## src/rtl/iddmm_ctrl_pkg.sv

```systemverilog
// Shared types and default constants for the iddmm_cal sequencer.
package iddmm_pkg;

  localparam int unsigned IDDMM_N       = 16;
  localparam int unsigned IDDMM_GAP     = 4;
  localparam int unsigned IDDMM_TIMEOUT = 64;

  typedef enum logic [2:0] {
    S_IDLE,
    S_LOOP,
    S_GAP,
    S_WAIT,
    S_FIN
  } iddmm_ctrl_state_t;

  // 16-bit increment that sticks at all-ones
  function automatic logic [15:0] sat_inc16(input logic [15:0] v);
    return (v == '1) ? v : v + 16'd1;
  endfunction

endpackage

```

## src/rtl/iddmm_ctrl_if.sv

```systemverilog
// Control/status bundle between the sequencer, the iddmm_cal datapath and the
// modular-exponentiation top level. master = sequencer side.
interface iddmm_ctrl_if
  import iddmm_pkg::*;
#(
  parameter int unsigned N      = IDDMM_N,
  parameter int unsigned ADDR_W = $clog2(N)
);

  logic              start;
  logic              busy;
  logic              done;
  logic              result_sel;
  logic              error;
  logic [ADDR_W-1:0] i_cnt;
  logic [ADDR_W:0]   j_cnt;
  logic              loop_en;
  logic              cal_done;
  logic              cal_sign;
  logic [15:0]       run_cycles;

  modport master (
    input  start, cal_done, cal_sign,
    output busy, done, result_sel, error, i_cnt, j_cnt, loop_en, run_cycles
  );

  modport slave (
    output start, cal_done, cal_sign,
    input  busy, done, result_sel, error, i_cnt, j_cnt, loop_en, run_cycles
  );

endinterface

```

## src/rtl/iddmm_ctrl_cnt.sv

```systemverilog
// Nested outer/inner limb counter: j runs 0..N, i runs 0..N-1.
// On the last inner step of the last outer pass, i holds and j returns to 0.
module iddmm_ctrl_cnt #(
  parameter int unsigned N      = 16,
  parameter int unsigned ADDR_W = $clog2(N)
) (
  input  logic              clk,
  input  logic              rst,
  input  logic              clr,
  input  logic              step,
  output logic [ADDR_W-1:0] i_cnt,
  output logic [ADDR_W:0]   j_cnt,
  output logic              j_last,
  output logic              i_last
);

  assign j_last = (j_cnt == (ADDR_W+1)'(N));
  assign i_last = (i_cnt == ADDR_W'(N - 1));

  // Advance j each step; wrap into the next outer index at j=N
  always_ff @(posedge clk) begin
    if (rst || clr) begin
      i_cnt <= '0;
      j_cnt <= '0;
    end else if (step) begin
      if (j_last) begin
        j_cnt <= '0;
        if (!i_last) i_cnt <= i_cnt + ADDR_W'(1);
      end else begin
        j_cnt <= j_cnt + (ADDR_W+1)'(1);
      end
    end
  end

endmodule

```

## src/rtl/iddmm_ctrl.sv

```systemverilog
// Sequencer for the iddmm_cal Montgomery multiply datapath.
// Optional watchdog on the WAIT state: define IDDMM_CTRL_TIMEOUT_EN.
module iddmm_ctrl
  import iddmm_pkg::*;
#(
  parameter int unsigned N       = IDDMM_N,
  parameter int unsigned ADDR_W  = $clog2(N),
  parameter int unsigned GAP     = IDDMM_GAP,
  parameter int unsigned TIMEOUT = IDDMM_TIMEOUT
) (
  input  logic         clk,
  input  logic         rst,
  iddmm_ctrl_if.master bus
);

  iddmm_ctrl_state_t state_q, state_d;
  logic              j_last, i_last;
  logic              cnt_step, cnt_clr;
  logic [3:0]        gap_cnt;
  logic [15:0]       cyc_cnt;
  logic [15:0]       run_cycles_q;
  logic              result_sel_q;

  iddmm_ctrl_cnt #(.N(N), .ADDR_W(ADDR_W)) u_cnt (
    .clk    (clk),
    .rst    (rst),
    .clr    (cnt_clr),
    .step   (cnt_step),
    .i_cnt  (bus.i_cnt),
    .j_cnt  (bus.j_cnt),
    .j_last (j_last),
    .i_last (i_last)
  );

`ifdef IDDMM_CTRL_TIMEOUT_EN
  localparam int unsigned WD_W = $clog2(TIMEOUT + 1);
  logic [WD_W-1:0] wd_cnt;
  logic            error_q;
  logic            wd_expired;

  assign wd_expired = (wd_cnt == '0);

  // Watchdog reloads outside WAIT, so it holds TIMEOUT on WAIT entry
  always_ff @(posedge clk) begin
    if (rst || state_q != S_WAIT) wd_cnt <= WD_W'(TIMEOUT);
    else if (!wd_expired)         wd_cnt <= wd_cnt - WD_W'(1);
  end

  // Sticky timeout flag
  always_ff @(posedge clk) begin
    if (rst) error_q <= 1'b0;
    else if (state_q == S_WAIT && !bus.cal_done && wd_expired) error_q <= 1'b1;
  end

  assign bus.error = error_q;
`else
  assign bus.error = 1'b0;
`endif

  // State register
  always_ff @(posedge clk) begin
    if (rst) state_q <= S_IDLE;
    else     state_q <= state_d;
  end

  // Next-state decode
  always_comb begin
    state_d = state_q;
    unique case (state_q)
      S_IDLE: if (bus.start) state_d = S_LOOP;
      S_LOOP: begin
        if (j_last) begin
          if (i_last)        state_d = S_WAIT;
          else if (GAP != 0) state_d = S_GAP;
        end
      end
      S_GAP:  if (gap_cnt == '0) state_d = S_LOOP;
      S_WAIT: begin
        if (bus.cal_done) state_d = S_FIN;
`ifdef IDDMM_CTRL_TIMEOUT_EN
        else if (wd_expired) state_d = S_FIN;
`endif
      end
      S_FIN:  state_d = S_IDLE;
      default: state_d = S_IDLE;
    endcase
  end

  // Moore outputs decoded from the state register; counters clear in FIN
  // so IDLE always presents zeros
  always_comb begin
    bus.busy    = (state_q != S_IDLE);
    bus.done    = (state_q == S_FIN);
    bus.loop_en = (state_q == S_LOOP);
    cnt_step    = (state_q == S_LOOP);
    cnt_clr     = (state_q == S_FIN);
  end

  // Gap counter preloads GAP-1 during LOOP and counts down in GAP
  always_ff @(posedge clk) begin
    if (rst)                                  gap_cnt <= '0;
    else if (state_q == S_LOOP)               gap_cnt <= 4'(GAP - 1);
    else if (state_q == S_GAP && gap_cnt != '0) gap_cnt <= gap_cnt - 4'd1;
  end

  // Final-subtraction select latched from the datapath sign
  always_ff @(posedge clk) begin
    if (rst) begin
      result_sel_q <= 1'b0;
    end else if (state_q == S_WAIT) begin
      if (bus.cal_done) result_sel_q <= bus.cal_sign;
`ifdef IDDMM_CTRL_TIMEOUT_EN
      else if (wd_expired) result_sel_q <= 1'b0;
`endif
    end
  end

  // cyc_cnt includes the current cycle; preset to 1 in IDLE so the first
  // LOOP cycle reads 1, and the FIN cycle is added when publishing
  always_ff @(posedge clk) begin
    if (rst)                    cyc_cnt <= '0;
    else if (state_q == S_IDLE) cyc_cnt <= 16'd1;
    else                        cyc_cnt <= sat_inc16(cyc_cnt);
  end

  // Publish the run length so it is valid alongside done
  always_ff @(posedge clk) begin
    if (rst) run_cycles_q <= '0;
    else if (state_q == S_WAIT && state_d == S_FIN) run_cycles_q <= sat_inc16(cyc_cnt);
  end

  assign bus.result_sel = result_sel_q;
  assign bus.run_cycles = run_cycles_q;

endmodule

```

## src/flat_wrapper.sv

```systemverilog
// flat-port wrapper written by rule: the top's interface ports become plain ports
module iddmm_ctrl_flat import iddmm_pkg::*;
#(
  parameter int unsigned N       = IDDMM_N,
  parameter int unsigned ADDR_W  = $clog2(N),
  parameter int unsigned GAP     = IDDMM_GAP,
  parameter int unsigned TIMEOUT = IDDMM_TIMEOUT
)
  (clk, rst, bus_start, bus_cal_done, bus_cal_sign, bus_busy, bus_done, bus_result_sel, bus_error, bus_i_cnt, bus_j_cnt, bus_loop_en, bus_run_cycles);
  iddmm_ctrl_if #(.N(N), .ADDR_W(ADDR_W)) bus_i ();
  input  logic clk;
  input  logic rst;
  input wire logic [$bits(bus_i.start)-1:0] bus_start;
  input wire logic [$bits(bus_i.cal_done)-1:0] bus_cal_done;
  input wire logic [$bits(bus_i.cal_sign)-1:0] bus_cal_sign;
  output wire logic [$bits(bus_i.busy)-1:0] bus_busy;
  output wire logic [$bits(bus_i.done)-1:0] bus_done;
  output wire logic [$bits(bus_i.result_sel)-1:0] bus_result_sel;
  output wire logic [$bits(bus_i.error)-1:0] bus_error;
  output wire logic [$bits(bus_i.i_cnt)-1:0] bus_i_cnt;
  output wire logic [$bits(bus_i.j_cnt)-1:0] bus_j_cnt;
  output wire logic [$bits(bus_i.loop_en)-1:0] bus_loop_en;
  output wire logic [$bits(bus_i.run_cycles)-1:0] bus_run_cycles;
  assign bus_i.start = bus_start;
  assign bus_i.cal_done = bus_cal_done;
  assign bus_i.cal_sign = bus_cal_sign;
  assign bus_busy = bus_i.busy;
  assign bus_done = bus_i.done;
  assign bus_result_sel = bus_i.result_sel;
  assign bus_error = bus_i.error;
  assign bus_i_cnt = bus_i.i_cnt;
  assign bus_j_cnt = bus_i.j_cnt;
  assign bus_loop_en = bus_i.loop_en;
  assign bus_run_cycles = bus_i.run_cycles;
  iddmm_ctrl #(.N(N), .ADDR_W(ADDR_W), .GAP(GAP), .TIMEOUT(TIMEOUT)) u_core (.clk(clk), .rst(rst), .bus(bus_i));
endmodule
```

## config.mk

```make
export PLATFORM = sky130hd
export DESIGN_NAME = iddmm_ctrl_flat
export DESIGN_NICKNAME = d
export VERILOG_FILES = /design/src/rtl/iddmm_ctrl_pkg.sv /design/src/rtl/iddmm_ctrl_if.sv /design/src/rtl/iddmm_ctrl_cnt.sv /design/src/rtl/iddmm_ctrl.sv /design/src/flat_wrapper.sv
export SDC_FILE = /design/constraint.sdc
export NUM_CORES = 1
export LEC_CHECK = 0
export CORE_ASPECT_RATIO = 1.4
export CORE_MARGIN = 1.5
export CORE_UTILIZATION = 58
export DETAILED_ROUTE_END_ITERATION = 10
export GPL_ROUTABILITY_DRIVEN = 0
export PLACE_DENSITY_LB_ADDON = 0.15
export RECOVER_POWER = 50
export SLEW_MARGIN = 20
export SYNTH_ARGS = -nofsm -noshare
export SYNTH_HDL_FRONTEND = slang
export SYNTH_SLANG_ARGS = --single-unit
```

## constraint.sdc

```tcl
create_clock -name clk -period 4.91 [get_ports clk]
set_input_delay 0.7365 -clock clk [delete_from_list [all_inputs] [get_ports clk]]
set_output_delay 0.7365 -clock clk [all_outputs]
set_load 0.02 [all_outputs]
```

* Yosys cells after proc, flatten, opt, wreduce, memory -nomap -nowiden
Cells that the tools add are included.
Storage, ports and cells: register bits after elaboration 49, bits in latches 0, memory bits (writable) 0, ROM bits 0, memories 0, output and inout bits 30, input port bits 5, logic and storage cells 45
Operators by class: equality and inequality tests 8, multiplexer cells 11, bitwise logic cells 1, div/mod/pow operators 0, multipliers 0, add/sub/neg operators 4, reduce and logical (&&, ||, !) cells 12, shift operators 0, order comparisons 0
Operators with widths (count):
- $add A16 B1 Y16 const B | 1
- $eq A16 B16 Y1 const B | 1
- $mux W16 | 1
- $mux W3 | 4
- $pmux W3 S4 | 1
- $eq A3 B2 Y1 const B | 2
- $eq A3 B3 Y1 const B | 2
- $add A5 B1 Y5 const B | 1
- $eq A5 B5 Y1 const B | 1
- $mux W5 | 1
- $add A4 B1 Y4 const B | 1
- $eq A4 B4 Y1 const B | 1
- $logic_not A4 Y1 | 1
- $mux W2 | 2
- $reduce_bool A4 Y1 | 1
- $reduce_or A2 Y1 | 2
- $sub A4 B1 Y4 const B | 1
- $eq A3 B1 Y1 const B | 1
- $logic_not A3 Y1 | 1
- $reduce_and A3 Y1 | 1
- $reduce_bool A3 Y1 | 1
- $logic_and A1 B1 Y1 | 2
- $mux W1 | 2
- $reduce_and A2 Y1 | 1
- 3 further kinds | 3

* Longest topological paths before layout
Gate-level depths: netlist of the first run.
depth after elaboration 6, depth in mapped cells 7, gate-level depth less buffers 6

* Modules after synthesis
A second synthesis of the first run with hierarchy kept.
Second synthesis, totals: cell total of the unflattened synthesis 273, area total of the unflattened synthesis 2431.1 um2
By module, submodules not included:
- iddmm_ctrl | times used 1, cells an instance 220, area an instance 1943.1 um2
- iddmm_ctrl_cnt | times used 1, cells an instance 53, area an instance 488.0 um2

* Worst setup path before layout of the first run
No wires, ideal clock.
path kind register to output, start reg u_core.state_q[0], end out bus_done, data arrival time 1038 ps, path buffers 1, stages on the path, launching flop included 3, setup slack 3135 ps, cells stage by stage dfxtp_1 -> clkbuf_1 -> nor3b_1
On the way: word-level cells in the longest chain between the ends 1
Ends and longest elaborated chain:
- from (decl) | line iddmm_ctrl.sv:16 | iddmm_ctrl_state_t state_q, state_d;
- from (signal assigned) | line iddmm_ctrl.sv:63 | else state_q <= state_d;
- $eq A3 B3 Y1 | line iddmm_ctrl.sv:93 | bus.done = (state_q == S_FIN);
- to (decl) | line flat_wrapper.sv:17 | output wire logic [$bits(bus_i.done)-1:0] bus_done;
Every way passes these cells.

* Final worst setup path of the first run
start reg u_core.state_q[0], end out bus_loop_en
On the way: word-level cells in the longest chain between the ends 1
Ends and longest elaborated chain:
- $eq A3 B1 Y1 | line iddmm_ctrl.sv:94 | bus.loop_en = (state_q == S_LOOP);
- to (decl) | line flat_wrapper.sv:22 | output wire logic [$bits(bus_i.loop_en)-1:0] bus_loop_en;
Every way passes these cells.

==> results of run 1 <==
-- final timing paths --
| path | to | slack (ns) |
|---|---|---|
| min reg2reg | u_core.bus.result_sel | 0.45 |
| max | bus_loop_en | 2.15 |
| min | u_core.bus.result_sel | 0.45 |
| max reg2reg | u_core.bus.run_cycles[4] | 2.38 |
-- worst max-delay path: cells and delay by family, from the launching register on --
kind,cells,cell delay [ns]
simple gates,1,0.19
flops,1,0.51
buf+inv,2,1.02
-- layout by cell type, fill, tap and decap left out, types with 3 or more instances in the layout --
master	instances
a21oi_1	15
a311oi_1	3
a31oi_1	4
clkbuf_8	6
clkdlybuf4s50_1	5
dfxtp_1	49
dlygate4sd3_1	28
ha_1	5
inv_1	12
mux2i_1	3
nand2_1	17
nand2b_1	4
nand3_1	10
nand3b_1	4
nand4_1	9
nor2_1	34
nor3_1	14
nor3b_1	4
o211ai_1	3
o21ai_0	13
o31ai_1	4
or3_1	3
xor2_1	7
-- per-layer routing --
| layer | vias up | wire (um) |
|---|---|---|
| met5 | - | 0 |
| met4 | 0 | 96 |
| met2 | 51 | 2650 |
| met1 | 949 | 2130 |
| li1 | 1045 | - |
| met3 | 10 | 258 |
-- cells by family (layout without fill, tap and decap cells) --
group	after synthesis	count (layout)	synth area share
other	1	1	0.00160
DFF	49	49	0.418
buffers and inverters	26	52	0.0517
AOI/OAI and AO/OA	57	57	0.158
muxes	4	4	0.0176
adders and majority gates	5	5	0.0266
xor gates and xnor gates	9	9	0.0336
and+or+nand+nor	121	121	0.293
-- stage by stage --
stage	util	instances	power [mW]	hold WS, ns	setup WS [ns]
4_1_cts	0.701	341	0.700	0.458	2.14
2_1_floorplan	-	272	0.446	0.460	3.14
6_report	0.701	341	0.695	0.454	2.15
3_5_place_dp	0.678	334	0.460	0.446	2.14
3_3_place_gp	0.678	334	0.459	0.440	2.19
5_1_grt	0.701	341	0.717	0.470	2.00
-- synthesized netlist by cell type, types with 2 or more instances --
| cell type | n | share of area |
|---|---|---|
| ha_1 | 5 | 0.027 |
| nor4_1 | 2 | 0.0053 |
| a41o_1 | 2 | 0.0085 |
| clkbuf_1 | 6 | 0.0096 |
| a2111oi_0 | 2 | 0.0075 |
| or3_1 | 3 | 0.0080 |
| mux2i_1 | 3 | 0.013 |
| buf_4 | 3 | 0.0096 |
| inv_1 | 12 | 0.019 |
| dfxtp_1 | 49 | 0.42 |
| o211ai_1 | 3 | 0.0096 |
| and2_1 | 2 | 0.0053 |
| nand4b_1 | 2 | 0.0075 |
| buf_2 | 4 | 0.0085 |
| o31ai_1 | 4 | 0.013 |
| xnor2_1 | 2 | 0.0075 |
| a21oi_1 | 15 | 0.032 |
| nand3_1 | 10 | 0.021 |
| nand4_2 | 2 | 0.011 |
| and4_1 | 2 | 0.0075 |
| a311oi_1 | 3 | 0.011 |
| nor3_1 | 14 | 0.030 |
| nor3b_1 | 4 | 0.013 |
| nor2_1 | 34 | 0.054 |
| nand2b_1 | 4 | 0.011 |
| a211oi_1 | 2 | 0.0064 |
| a31oi_1 | 4 | 0.011 |
| nand2_1 | 17 | 0.027 |
| o21ai_0 | 13 | 0.028 |
| nand4_1 | 9 | 0.024 |
| xor2_1 | 7 | 0.026 |
| nand3b_1 | 4 | 0.013 |
-- power by group --
group          switching (mW)  internal, mW  leakage, nW  total [mW]
Combinational          0.0243        0.0168        0.600      0.0411
Clock                   0.134         0.112       0.0433       0.246
Sequential            0.00667         0.402        0.396       0.408
Total                   0.165         0.530         1.04       0.695
-- registers in the layout, indices dropped and copies added (netlist names) --
| register | count |
|---|---|
| u_core.gap_cnt | 4 |
| u_core.u_cnt.j_cnt | 5 |
| u_core.bus.result_sel | 1 |
| u_core.bus.run_cycles | 16 |
| u_core.state_q | 3 |
| u_core.u_cnt.i_cnt | 4 |
| u_core.cyc_cnt | 16 |
-- layout make-up --
cell class	instances	share of cell area
clock buffers	6	0.0301
well taps	43	0.0196
multi-input cells	197	0.454
clock inverters	1	0.00273
inverters	12	0.0164
repair buffers	33	0.120
flip-flops and latches	49	0.357
==> results.py, run 1 <==
metrics = {
    "routing": {
        "drt-initial-drc-count": 86,
        "wl_per_cell_um": 15.0,
        "wl_um": 5130,
        "drtAntennaViolNets": 0,
        "drc": 0,
        "num_vias": 2055,
        "firstDrtPassIters": 4,
        "via_per_inst": 6.03,
    },
    "setup_path": {
        "cp-end-kind": "output port",
        "critPathLaunchType": "flip-flop",
        "cp_slowest_cell": "clkdlybuf4s50_1",
        "cp.arrival_ns": 2.03,
        "crit_type": "reg -> out",
        "timing.critical_path.from": "u_core.state_q[0]",
        "reg2reg_depth": 5,
        "max_stage_delay_ns": 0.68,
        "r2r_start": "u_core.cyc_cnt[0]",
        "cp_cell_sequence": "nand3_1 > inv_1 > clkdlybuf4s50_1",
        "path_max_fanout": 12,
        "worstPathRequired_ns": 4.17,
    },
    "die": {
        "die_height_um": 78.3,
        "die_x_um": 56.8,
        "dieArea_sq_um": 4450,
        "io_pins": 35,
        "coreArea_sq_um": 3920,
        "initial_utilization": 0.599,
        "rows": 27,
    },
    "placement": {
        "place_area_sq_um": 2660,
        "place_hpwl_um": 3630,
        "io_buffers": 33,
    },
    "cts": {
        "root_buffer": "clkbuf_8",
        "post_cts_resized": 0,
        "clock-sinks": 49,
        "postCtsSetupRepairBufs": 0,
        "clk_path_buf_depth": 2,
        "cts_tree": "built",
        "htreeDepth": 2,
        "cts-buffers-inserted": 5,
        "holdBufCountCts": 0,
        "worst_skew_pair.late_latency_ns": 0.30,
        "clkTransAtPathRegs_ns": 0.09,
    },
    "global_routing": {
        "grt_max_degree": 27,
        "grt_pass1_vias": 2018,
        "grt_pass1_wl_um": 9030,
        "grt_use_met2": 0.452,
        "grt.busiest_layer": "met2",
        "grt_overflow": 0,
        "antenna_found_initial": 0,
        "grt.total_usage": 0.253,
        "grtUsageMet1": 0.290,
        "use_met3": 0.0478,
    },
    "status": {
        "status": "completed",
    },
    "sta": {
        "tns_ns": 0,
        "maxSlewHeadroom": 0.349,
        "hold_viol": 0,
        "slew_viol_final": 0,
        "period_share": 0.563,
        "skew_ns": 0.00973,
        "worstMarginPinSlew_ns": 0.973,
        "fmax_mhz": 362,
        "period_needed_ns": 2.76,
        "final-setup-viol-count": 0,
        "rsz0062_at_grt": "false",
    },
    "synthesis": {
        "synth_edf_count": 0,
        "synth.net_count": 282,
        "syn-cell-area_sq_um": 2350,
        "synthFlopType": "dfxtp_1",
        "synthArstFlopShare": 0,
        "yosys_warnings": 0,
        "syn_area_per_cell_sq_um": 8.63,
        "synthCells": 272,
        "ys_ff_latch": 49,
        "ys_seq_area_frac": 0.418,
        "synth_cell_types": 56,
    },
    "power": {
        "worst_ir_drop_vdd_mv": 0.227,
        "p_leak_nw": 1.04,
        "power.density_nw_per_um2": 253,
    },
    "final_layout": {
        "multi_input_area_sq_um": 1250,
        "drive_above_1_share": 0.0671,
        "antenna_cells": 0,
        "nNetsFinal": 308,
        "area_growth_pct": 16.9,
        "ff_latch_area_sq_um": 981,
        "final_area_sq_um": 2750,
        "fill_cells": 337,
    },
    "worst_hold_path": {
        "hold_depth": 2,
        "holdCritStartpoint": "u_core.bus.result_sel",
        "hold_class": "reg -> reg",
    },
    "flow_run": {
        "max_cap_violations": 0,
    },
}
Note: power is estimated with default switching activity, not from simulation.
==> run 2: changes to the inputs <==
--- a/config.mk
+++ b/config.mk
@@ -7,7 +7,7 @@
 export LEC_CHECK = 0
 export CORE_ASPECT_RATIO = 1.4
 export CORE_MARGIN = 1.5
-export CORE_UTILIZATION = 58
+export CORE_UTILIZATION = 48
 export DETAILED_ROUTE_END_ITERATION = 10
 export GPL_ROUTABILITY_DRIVEN = 0
 export PLACE_DENSITY_LB_ADDON = 0.15
==> constraint.sdc (replaced) <==
create_clock -name clk -period 2.5 [get_ports clk]
set_input_delay 0.375 -clock clk [delete_from_list [all_inputs] [get_ports clk]]
set_output_delay 0.375 -clock clk [all_outputs]
set_load 0.02 [all_outputs]
==> run 2 against run 1 <==
Cell count up 7.9%; utilization down 8.8 points; design area up 2.8%; clock skew up 0.00069 ns; hold slack about the same; sequential cell count unchanged; routed wire length up 3.3%; total power up 97%; setup slack worse by 1.7 ns; critical path type unchanged; largest cell class unchanged; largest power group unchanged.
==> results.py, run 2 (same netlist as run 1, synthesis figures left out) <==
metrics = {
    "status": {
        "status": "completed",
    },
    "final_layout": {
        "area_growth_pct": 20.2,
        "drive_above_1_share": 0.0850,
        "mostFrequentLayoutCells": "dfxtp_1, nor2_1, dlygate4sd3_1, nand2_1, a21oi_1",
        "final_area_sq_um": 2820,
        "final_common_cell": "dfxtp_1",
        "fin_cells": 368,
        "ff_latch_area_sq_um": 981,
        "nNetsFinal": 316,
        "antenna_cells": 0,
        "multi_input_area_sq_um": 1250,
        "fill_cells": 434,
    },
    "sta": {
        "final-setup-viol-count": 0,
        "skew_ns": 0.0104,
        "period_share": 0.821,
        "tns_ns": 0,
        "worstMarginPinSlew_ns": 0.614,
        "maxSlewHeadroom": 0.587,
        "slew_viol_final": 0,
        "period_needed_ns": 2.05,
        "hold_ws_ns": 0.454,
        "rsz0062_at_grt": "false",
        "hold_viol": 0,
        "fmax_mhz": 487,
    },
    "setup_path": {
        "max_stage_delay_ns": 0.57,
        "worstPathRequired_ns": 2.12,
        "path_max_fanout": 8,
        "crit_end": "bus_busy",
        "cp_slowest_cell": "clkdlybuf4s50_1",
        "r2r_end": "u_core.u_cnt.i_cnt[3]",
        "critPathLaunchType": "flip-flop",
        "r2r_start": "u_core.state_q[0]",
        "cp-end-kind": "output port",
        "cp.arrival_ns": 1.68,
        "regToRegSetupSlack_ns": 0.46,
        "reg2reg_depth": 6,
        "cp_cell_sequence": "or3_1 > clkdlybuf4s50_1",
        "crit_type": "reg -> out",
        "timing.critical_path.from": "u_core.state_q[2]",
    },
    "routing": {
        "wl_um": 5300,
        "num_vias": 2103,
        "drc": 0,
        "wl_per_cell_um": 14.4,
        "drtAntennaViolNets": 0,
        "via_per_inst": 5.71,
        "firstDrtPassIters": 4,
        "drt-initial-drc-count": 110,
    },
    "die": {
        "dieArea_sq_um": 5330,
        "rows": 29,
        "initial_utilization": 0.510,
        "die_height_um": 85.8,
        "die_x_um": 62.1,
        "io_pins": 35,
        "coreArea_sq_um": 4610,
    },
    "power": {
        "pwr-share-clk": 0.350,
        "intPower_mw": 1.05,
        "seqPwrFrac": 0.585,
        "swShare": 0.237,
        "worst_ir_drop_vdd_mv": 0.378,
        "p_leak_nw": 1.05,
        "power_mw": 1.37,
        "combPwrFrac": 0.065,
        "power.density_nw_per_um2": 486,
        "p_sw_mw": 0.325,
    },
    "cts": {
        "cts-buffers-inserted": 5,
        "cts_tree": "built",
        "htreeDepth": 2,
        "clkTransAtPathRegs_ns": 0.09,
        "worst_skew_pair.late_latency_ns": 0.31,
        "clock-sinks": 49,
        "root_buffer": "clkbuf_8",
        "post_cts_resized": 0,
        "clk_path_buf_depth": 2,
        "holdBufCountCts": 0,
        "postCtsSetupRepairBufs": 0,
    },
    "placement": {
        "place_area_sq_um": 2740,
        "place_hpwl_um": 3890,
        "io_buffers": 33,
        "dp.cells": 361,
    },
    "global_routing": {
        "grt_pass1_wl_um": 9210,
        "grt_max_degree": 16,
        "grt_overflow": 0,
        "grt_pass1_vias": 1959,
        "grt.total_usage": 0.215,
        "antenna_found_initial": 0,
    },
    "flow_run": {
        "max_cap_violations": 0,
    },
    "worst_hold_path": {
        "hold_class": "reg -> reg",
    },
}
-- run 2: changes by cell type in the layout (fill, tap and decap cells not counted) --
| cell | delta |
|---|---|
| buf_4 | +6 |
| clkbuf_1 | +2 |
| and2_0 | +1 |
| and2_1 | -1 |
| clkdlybuf4s50_1 | +7 |
| dlygate4sd3_1 | -7 |
-- run 2: cell type report --
type	count	area share
multi-input combinational	197	0.441
clock inverter	1	0.00266
inverter	12	0.0160
timing repair buffer	41	0.136
sequential	49	0.348
clock buffer	6	0.0293
tap	62	0.0275
-- run 2: how the worst min path moves through the flow --
| stage | from | end | slack, ns | cells after the start |
|---|---|---|---|---|
| 4_1_cts | u_core.bus.run_cycles[14] | u_core.bus.run_cycles[14] | 0.47 | 2 |
| 3_3_place_gp | u_core.bus.run_cycles[10] | u_core.bus.run_cycles[10] | 0.44 | 2 |
| 5_1_grt | u_core.bus.run_cycles[10] | u_core.bus.run_cycles[10] | 0.48 | 2 |
| 2_1_floorplan | u_core.gap_cnt[2] | u_core.gap_cnt[2] | 0.46 | 2 |
| 3_5_place_dp | u_core.bus.run_cycles[10] | u_core.bus.run_cycles[10] | 0.45 | 2 |
| 6_report | u_core.bus.run_cycles[10] | u_core.bus.run_cycles[10] | 0.45 | 2 |
-- run 2: power groups by stage --
stage                     clock (mW)  sequential [mW]  combinational (mW)
after CTS                      0.485            0.802              0.0912
after floorplan                    0            0.819              0.0573
after detailed placement           0            0.820              0.0901
final                          0.481            0.802              0.0886
after global placement             0            0.820              0.0903
after global routing           0.521            0.805              0.0978
-- run 2: per-stage QoR --
stage / util / worst slack [ns]
after floorplan: - / 0.732
after global placement: 0.595 / 0.570
after detailed placement: 0.595 / 0.497
after CTS: 0.614 / 0.428
after global routing: 0.613 / 0.202
final: 0.613 / 0.447
-- run 2: critical path: cells and delay by family, from the launching register on --
kind | cells | cell delay, ns
buf+inv | 1 | 0.57
simple gates | 1 | 0.43
flops | 1 | 0.38
-- run 2: routing by layer --
| metal | share of wire | global-route usage | up-vias |
|---|---|---|---|
| met5 | 0 | 0 | - |
| met4 | 0.013 | 0.0667 | 0 |
| met3 | 0.038 | 0.0459 | 6 |
| met2 | 0.52 | 0.393 | 33 |
| met1 | 0.43 | 0.251 | 1010 |
| li1 | - | - | 1054 |
